<file path="config.mk">
export PLATFORM = sky130hd
export DESIGN_NAME = seq_dualrail_tx
export DESIGN_NICKNAME = d
export VERILOG_FILES = /design/src/rtl/seq_dualrail_tx.sv
export SDC_FILE = /design/constraint.sdc
export NUM_CORES = 1
export LEC_CHECK = 0
export ABC_AREA = 1
export ABC_CLOCK_PERIOD_IN_PS = 2550
export BUFFER_PORTS_ARGS = -buffer_cell sky130_fd_sc_hd__buf_4
export CAP_MARGIN = 15
export CORE_UTILIZATION = 45
export DETAILED_ROUTE_END_ITERATION = 7
export PLACE_DENSITY = 0.76
export SKIP_CTS_REPAIR_TIMING = 1
export SYNTH_ARGS = -nofsm -noshare
export SYNTH_HDL_FRONTEND = slang
export SYNTH_SLANG_ARGS = --single-unit
</file>
<file path="constraint.sdc">
create_clock -name clk -period 2.55 [get_ports clk]
set_clock_uncertainty 0.2 [all_clocks]
set_input_delay 0.255 -clock clk [delete_from_list [all_inputs] [get_ports clk]]
set_output_delay 0.255 -clock clk [all_outputs]
set_load 0.005 [all_outputs]
</file>
<file path="src/rtl/seq_dualrail_tx.sv">
// Dual-rail serial transmitter: one word in over val/rdy, MSB-first symbols out as CODE+SPACE pairs, optional odd parity.
// Latency: first code on the lines the cycle after the handshake; in_rdy only in IDLE or the final SPACE, so words are never queued.
module seq_dualrail_tx #(
  parameter int NBITS  = 8,
  parameter int PARITY = 1
) (
  input  logic             clk,
  input  logic             reset,
  input  logic [NBITS-1:0] in_data,
  input  logic             in_val,
  output logic             in_rdy,
  output logic             out0,
  output logic             out1
);

  localparam int L  = NBITS + ((PARITY != 0) ? 1 : 0);
  localparam int CW = (L > 1) ? $clog2(L) : 1;

  localparam logic [1:0] S_IDLE  = 2'd0;
  localparam logic [1:0] S_CODE  = 2'd1;
  localparam logic [1:0] S_SPACE = 2'd2;

  logic [1:0]    state, state_nxt;
  logic [L-1:0]  sreg, sreg_nxt, load_word;
  logic [CW-1:0] cnt, cnt_nxt;
  logic          last;
  logic          take;

  assign last   = (cnt == '0);
  assign in_rdy = (state == S_IDLE) | ((state == S_SPACE) & last);
  assign take   = in_val & in_rdy;

  // Parity sits below the data so it leaves the shifter right after the data LSB.
  generate
    if (PARITY != 0) begin : g_par
      assign load_word = {in_data, ~^in_data};
    end else begin : g_nopar
      assign load_word = in_data;
    end
  endgenerate

  always_comb begin
    state_nxt = state;
    sreg_nxt  = sreg;
    cnt_nxt   = cnt;
    case (state)
      S_IDLE: begin
        if (take) begin
          state_nxt = S_CODE;
          sreg_nxt  = load_word;
          cnt_nxt   = CW'(L - 1);
        end
      end
      S_CODE: begin
        state_nxt = S_SPACE;
      end
      S_SPACE: begin
        if (!last) begin
          state_nxt = S_CODE;
          sreg_nxt  = sreg << 1;
          cnt_nxt   = cnt - 1'b1;
        end else if (take) begin
          state_nxt = S_CODE;
          sreg_nxt  = load_word;
          cnt_nxt   = CW'(L - 1);
        end else begin
          state_nxt = S_IDLE;
        end
      end
      default: begin
        state_nxt = S_IDLE;
      end
    endcase
  end

  always_ff @(posedge clk or negedge reset) begin
    if (!reset) begin
      state <= S_IDLE;
      sreg  <= '0;
      cnt   <= '0;
    end else begin
      state <= state_nxt;
      sreg  <= sreg_nxt;
      cnt   <= cnt_nxt;
    end
  end

  // Lines are registered from the next-state view so a code appears in the same cycle the FSM sits in CODE.
  always_ff @(posedge clk or negedge reset) begin
    if (!reset) begin
      out0 <= 1'b0;
      out1 <= 1'b0;
    end else begin
      out1 <= (state_nxt == S_CODE) &  sreg_nxt[L-1];
      out0 <= (state_nxt == S_CODE) & ~sreg_nxt[L-1];
    end
  end

endmodule

</file>
==> Word-level counts from Yosys, hierarchy flattened <==
Index checks and enable logic that the tools add are counted.
Widths: inputs -> output; s select.
{ "classes": {"reduce_logical": 4, "addsub": 1, "n_eq_ne": 3, "n_bitwise": 6, "n_mux": 10} }
{ "ops": {"columns": ["operator", "n"], "rows": [
  ["$mux 9", 2],
  ["$pmux 9 s2", 1],
  ["$mux 4", 2],
  ["$pmux 4 s2", 1],
  ["$reduce_xnor 8->1", 1],
  ["$pmux 2 s3", 1],
  ["$and 1x1->1", 4],
  ["$eq 2x1->1 const B", 2],
  ["$logic_not 4->1", 1],
  ["$sub 4x1->4 const B", 1],
  ["$eq 2x2->1 const B", 1],
  ["$logic_not 2->1", 1],
  ["$mux 1", 2],
  ["$mux 2", 1],
  ["$reduce_bool 2->1", 1],
  ["$not 1->1", 1],
  ["$or 1x1->1", 1]
]} }
{ "word_totals": {"register_bits": 17, "elab_cells": 30} }

==> Logic depth before layout (Yosys ltp) <==
{ "logic_depth": {"word_depth": 9, "ltp_mapped": 11} }

==> Worst setup path before layout <==
OpenSTA, ideal clock, no wires.
{ "synth_timing": {"path_kind": "register to register", "from": "reg cnt[0]", "to": "reg out0", "path_slack_ps": 1047, "t_arrival_ps": 1183, "stages_incl_launch_ff": 10, "setup_time_ps": 120, "synth_period_minus_slack_ps": 1503, "path_buffers": 0, "path_cell_list": "dfrtp_1 inv_1 ha_1 nand3_2 nand2_1 nand2_4 inv_4 nand2_2 nand3_4 nor2_2"} }
{ "synth_between": {"elab_chain_cells": 9, "word_cells_on_any_way": 14, "cone_classes": "eq/ne (1); mux (7); bitwise (5); reduce/logical (1)"} }
{ "synth_lines": {"columns": ["element", "line_no", "source"], "rows": [
  ["from (decl)", "25", "logic [CW-1:0] cnt, cnt_nxt;"],
  ["from (signal assigned)", "84", "cnt <= cnt_nxt;"],
  ["$logic_not 4->1 *", "29", "assign last = (cnt == '0);"],
  ["$and 1x1->1", "30", "assign in_rdy = (state == S_IDLE) | ((state == S_SPACE) & last);"],
  ["$or 1x1->1", "30", null],
  ["$and 1x1->1", "31", "assign take = in_val & in_rdy;"],
  ["$mux 9", "48, 62", null],
  ["$mux 9", "58", "if (!last) begin"],
  ["$pmux 9 s2 *", "46", "case (state)"],
  ["via sreg_nxt[8]", "24", "logic [L-1:0] sreg, sreg_nxt, load_word;"],
  ["$not 1->1 *", "95", "out0 <= (state_nxt == S_CODE) & ~sreg_nxt[L-1];"],
  ["$and 1x1->1 *", "95", null],
  ["to (signal assigned)", "95", null],
  ["to (decl)", "12", "output logic out0,"]
]} }
Mark *: on every way through the listed nets, which the timed path passes. The rest lies on a longest branch.
A chain may end at the register's enable or synchronous reset.

==> Final worst setup path <==
{ "layout_timing": {"from": "reg cnt[0]", "to": "out in_rdy"} }
{ "layout_between": {"elab_chain_cells": 3} }
{ "layout_lines": {"columns": ["element", "line_no", "source"], "rows": [
  ["$logic_not 4->1", "29", null],
  ["$and 1x1->1", "30", null],
  ["$or 1x1->1", "30", null],
  ["to (decl)", "11", "output logic in_rdy,"]
]} }
No other way between the ends.

==> flow_results.org <==
** Synth
- Mapped Nets :: around 150
- In this run the cell area of the synthesized design comes to around 0.001 mm².
- Fraction of post-synthesis cell area in the top cell type by area :: 42.1%
- The Yosys step of the flow raised 0 warnings.
- Among all flip-flop cells after synthesis, the most frequent one is sky130_fd_sc_hd__dfrtp_1.
- Synth Area per Inst :: around 7.5 µm²
- After synthesis, the share of flip-flops with an asynchronous set or reset is 100%.
- Syn Inst Count :: 134
- In this run, synthesis produced a sequential element count of 17.
- Sorting the synthesized cells by area gives the leading types as sky130_fd_sc_hd__dfrtp_1 42%, sky130_fd_sc_hd__nand2_1 17%, sky130_fd_sc_hd__inv_1 7.1%.
- Post-synthesis sequential area ratio :: between 40% and 50%
- The synthesized design contains 0 enable-type register cells.
- The largest total area in the synthesized netlist belongs to sky130_fd_sc_hd__dfrtp_1.
- Number of distinct library cells after synthesis :: 21

** Placement
- Routability cong. :: between 0.8 and 0.9
- OpenSTA, run right after detailed placement, puts the worst setup slack at between 800 and 900 ps.
- In this run, placement finished with an instance count of around 170.
- In this run the cell area measured after placement is 0.00114 mm².
- Input and output buffers added on the ports amount to 13.
- The HPWL after detailed placement is between 1 and 1.5 mm.

** Detailed routing
- Wirelength, routed :: approximately 1.9 mm
- In the routed design, unresolved DRC markers number 0.
- Across all layers, the routed design uses between 800 and 900 vias.
- Met3 WL :: 66 µm
- After detailed routing, no signal wire sits above met4.
- Detail-routed net length per standard cell :: between 10 and 15 µm
- The detailed router finished its first iteration with 14 violations.
- Via density :: around 4.8
- Drt pass-1 iters :: 4
- The detailed router put a total of 924 µm of wire on met1.
- WL met2 :: between 800 and 900 µm
- In this run the remaining antenna-violating nets after routing total 0.

** Floorplanning
- The die covers around 0.0024 mm².
- During I/O placement, the number of pins put on the boundary was 14.
- The initialized floorplan defines 16 standard-cell rows.
- Die H :: between 40 and 50 µm
- The core region is around 0.0020 mm².
- Once the floorplan was initialized, standard cells occupied 49.4% of the core.
- Die outline width :: just under 50 µm

** Power and ir drop
- Highest ir drop seen on vdd :: approximately 0.54 mV
- Power density relative to cell area :: ~940 mW/mm²
- Total chip power :: between 1 and 1.5 mW
- For this design the static power due to leakage is between 0.6 and 0.7 nW.

** Worst setup path
- Kind of end point of the critical path :: output pin
- Along the worst path, the maximum fanout reaches 5.
- STA puts the critical path data arrival time at 1530 ps.
- Critical Path Source Type :: flip-flop
- Kind of critical path :: flip-flop to output pin
- At the worst endpoint, the required time is 2100 ps.

** Clock tree
- Maximum number of buffers from clock root to sink :: 2
- In this run, CTS created clock tree buffers numbering 3.
- Clk sinks :: 17
- Cell chosen for the clock root :: sky130_fd_sc_hd__clkbuf_4
- H-tree depth :: 1
- After clock tree synthesis, the clock-pin slew on the worst setup and hold paths is 100 ps.
- Clock tree from TritonCTS :: done
- At the later pin of the worst-skew pair, clock insertion delay measures about 290 ps.

** Global routing
- The number of global-route vias before repair is 760.
- Entering global routing, the biggest net connects 18 pins.
- Global routing used a little under a fifth of the available tracks.
- Number of antenna violations at the first check in global routing :: 0
- First-pass GRT wire length :: 3.34 mm
- Global routing finished with a remaining overflow of 0.

** Timing
- Final critical-path share of the clock period :: about 80%
- The tightest hold path in the finished design has a slack of ~6.5 ps.
- Highest Clock Rate :: 505 MHz
- For the pin with the worst max-slew slack, the measured transition is approximately 220 ps.
- Max_slew headroom :: approximately 85%
- Counting I/O delays and the setup requirement, the final critical path takes 1980 ps.
- Setup repair after global routing missed its margin :: false
- The max-slew violation count was 0.
- Count of endpoints failing setup in the final report :: 0
- Setup_tns :: 0 ps
- In the post-route analysis, the smallest setup slack over all paths is ~570 ps.
- Hold Violations, Final :: 0

** Hold path
- In this run the worst hold path is classified as input port to flip-flop.

** Final layout
- 0 antenna diodes ended up in the layout.
- The finished cells cover about 0.0012 mm².
- Relative area change from synthesis to final layout :: 16.7%
- After the last flow step, the layout net total stands at 165.
- Share of post-route cells with drive strength above 1 :: approximately a quarter
- Number of filler cells placed in the layout :: 202
- Post-Route Utilization :: ~58%
- Post-route insts no fill :: between 150 and 200

** Outcome
- Status :: complete, no violations

** Job
- Maximum capacitance violations :: 0
-- worst max-delay path, cell delays in order (launching register included) --
cell	delay, ps
sky130_fd_sc_hd__dfrtp_1	390
sky130_fd_sc_hd__inv_1	80
sky130_fd_sc_hd__ha_1	210
sky130_fd_sc_hd__nand3_2	120
sky130_fd_sc_hd__nand2_1	160
sky130_fd_sc_hd__nand2_2	110
sky130_fd_sc_hd__inv_1	70
sky130_fd_sc_hd__buf_4	100
-- cell usage in the layout (no fill, tap or decap) --
cell type	n
sky130_fd_sc_hd__o21ai_0	6
sky130_fd_sc_hd__dfrtp_1	17
sky130_fd_sc_hd__nand3_1	3
sky130_fd_sc_hd__o221ai_1	3
sky130_fd_sc_hd__nand2_2	5
sky130_fd_sc_hd__nor2_2	2
sky130_fd_sc_hd__nor2_8	1
sky130_fd_sc_hd__dlygate4sd3_1	1
sky130_fd_sc_hd__nand3_2	1
sky130_fd_sc_hd__nand3_4	1
sky130_fd_sc_hd__nor2_1	10
sky130_fd_sc_hd__inv_4	2
sky130_fd_sc_hd__nand2_4	3
sky130_fd_sc_hd__clkbuf_4	3
sky130_fd_sc_hd__clkinv_2	1
sky130_fd_sc_hd__inv_8	1
sky130_fd_sc_hd__a21oi_1	5
sky130_fd_sc_hd__o211ai_1	2
sky130_fd_sc_hd__xnor2_1	1
sky130_fd_sc_hd__o22ai_1	1
sky130_fd_sc_hd__buf_4	13
sky130_fd_sc_hd__ha_1	1
sky130_fd_sc_hd__inv_2	5
sky130_fd_sc_hd__nand2_1	45
sky130_fd_sc_hd__inv_1	19
-- flip-flops by register name, summed over array words and instances (netlist names) --
name	flops
sreg	9
cnt	4
state	2
out0	1
out1	1
-- kinds of logic (layout without fill, tap and decap cells) --
logic type / Yosys count / after routing / share of synthesized area [%]
adders and majority gates: 1 / 1 / 1.24
and+or+nand+nor: 71 / 71 / 34.3
buffers and inverters: 27 / 45 / 11.3
AOI/OAI and AO/OA: 17 / 17 / 10.2
xor gates and xnor gates: 1 / 1 / 0.868
DFF: 17 / 17 / 42.1
-- report_power, final --
group | internal (mW) | total (mW) | switching [mW]
clock | 0.0583 | 0.142 | 0.0841
combinational | 0.204 | 0.513 | 0.309
sequential | 0.387 | 0.458 | 0.0714
-- cell type report --
cell class / instances / area [µm²] / area share, %
Sequential cell: 17 / 425 / 36.1
Timing Repair Buffer: 14 / 108 / 9.13
Multi-Input combinational cell: 90 / 470 / 39.9
Inverter: 27 / 114 / 9.66
Tap cell: 27 / 33.8 / 2.87
Clock inverter: 1 / 5.00 / 0.425
Clock buffer: 3 / 22.5 / 1.91
-- worst paths after layout --
check	from	slack, ps	to	cells past startpoint
min in group asynchronous	reset	150	out1	2
max in group asynchronous	reset	1810	sreg[1]	2
worst max register to register	cnt[0]	920	sreg[7]	8
worst max-delay path	cnt[0]	570	in_rdy	7
worst min-delay path	in_data[4]	6	sreg[5]	3
worst min register to register	state[1]	270	state[1]	1
-- synthesized netlist by cell type, types with 3 or more instances --
| cell | count |
|---|---|
| sky130_fd_sc_hd__nor2_1 | 10 |
| sky130_fd_sc_hd__nand2_2 | 5 |
| sky130_fd_sc_hd__inv_1 | 19 |
| sky130_fd_sc_hd__o221ai_1 | 3 |
| sky130_fd_sc_hd__a21oi_1 | 5 |
| sky130_fd_sc_hd__dfrtp_1 | 17 |
| sky130_fd_sc_hd__nand2_4 | 3 |
| sky130_fd_sc_hd__nand2_1 | 45 |
| sky130_fd_sc_hd__inv_2 | 5 |
| sky130_fd_sc_hd__nand3_1 | 3 |
| sky130_fd_sc_hd__o21ai_0 | 6 |
-- metal layers --
metal  vias up  GRT usage [%]
met1       400           25.3
met2        15           26.5
met5         -              0
met4         0           5.24
li1        449              -
met3         4           5.92
(Power assumes the default switching activity.)
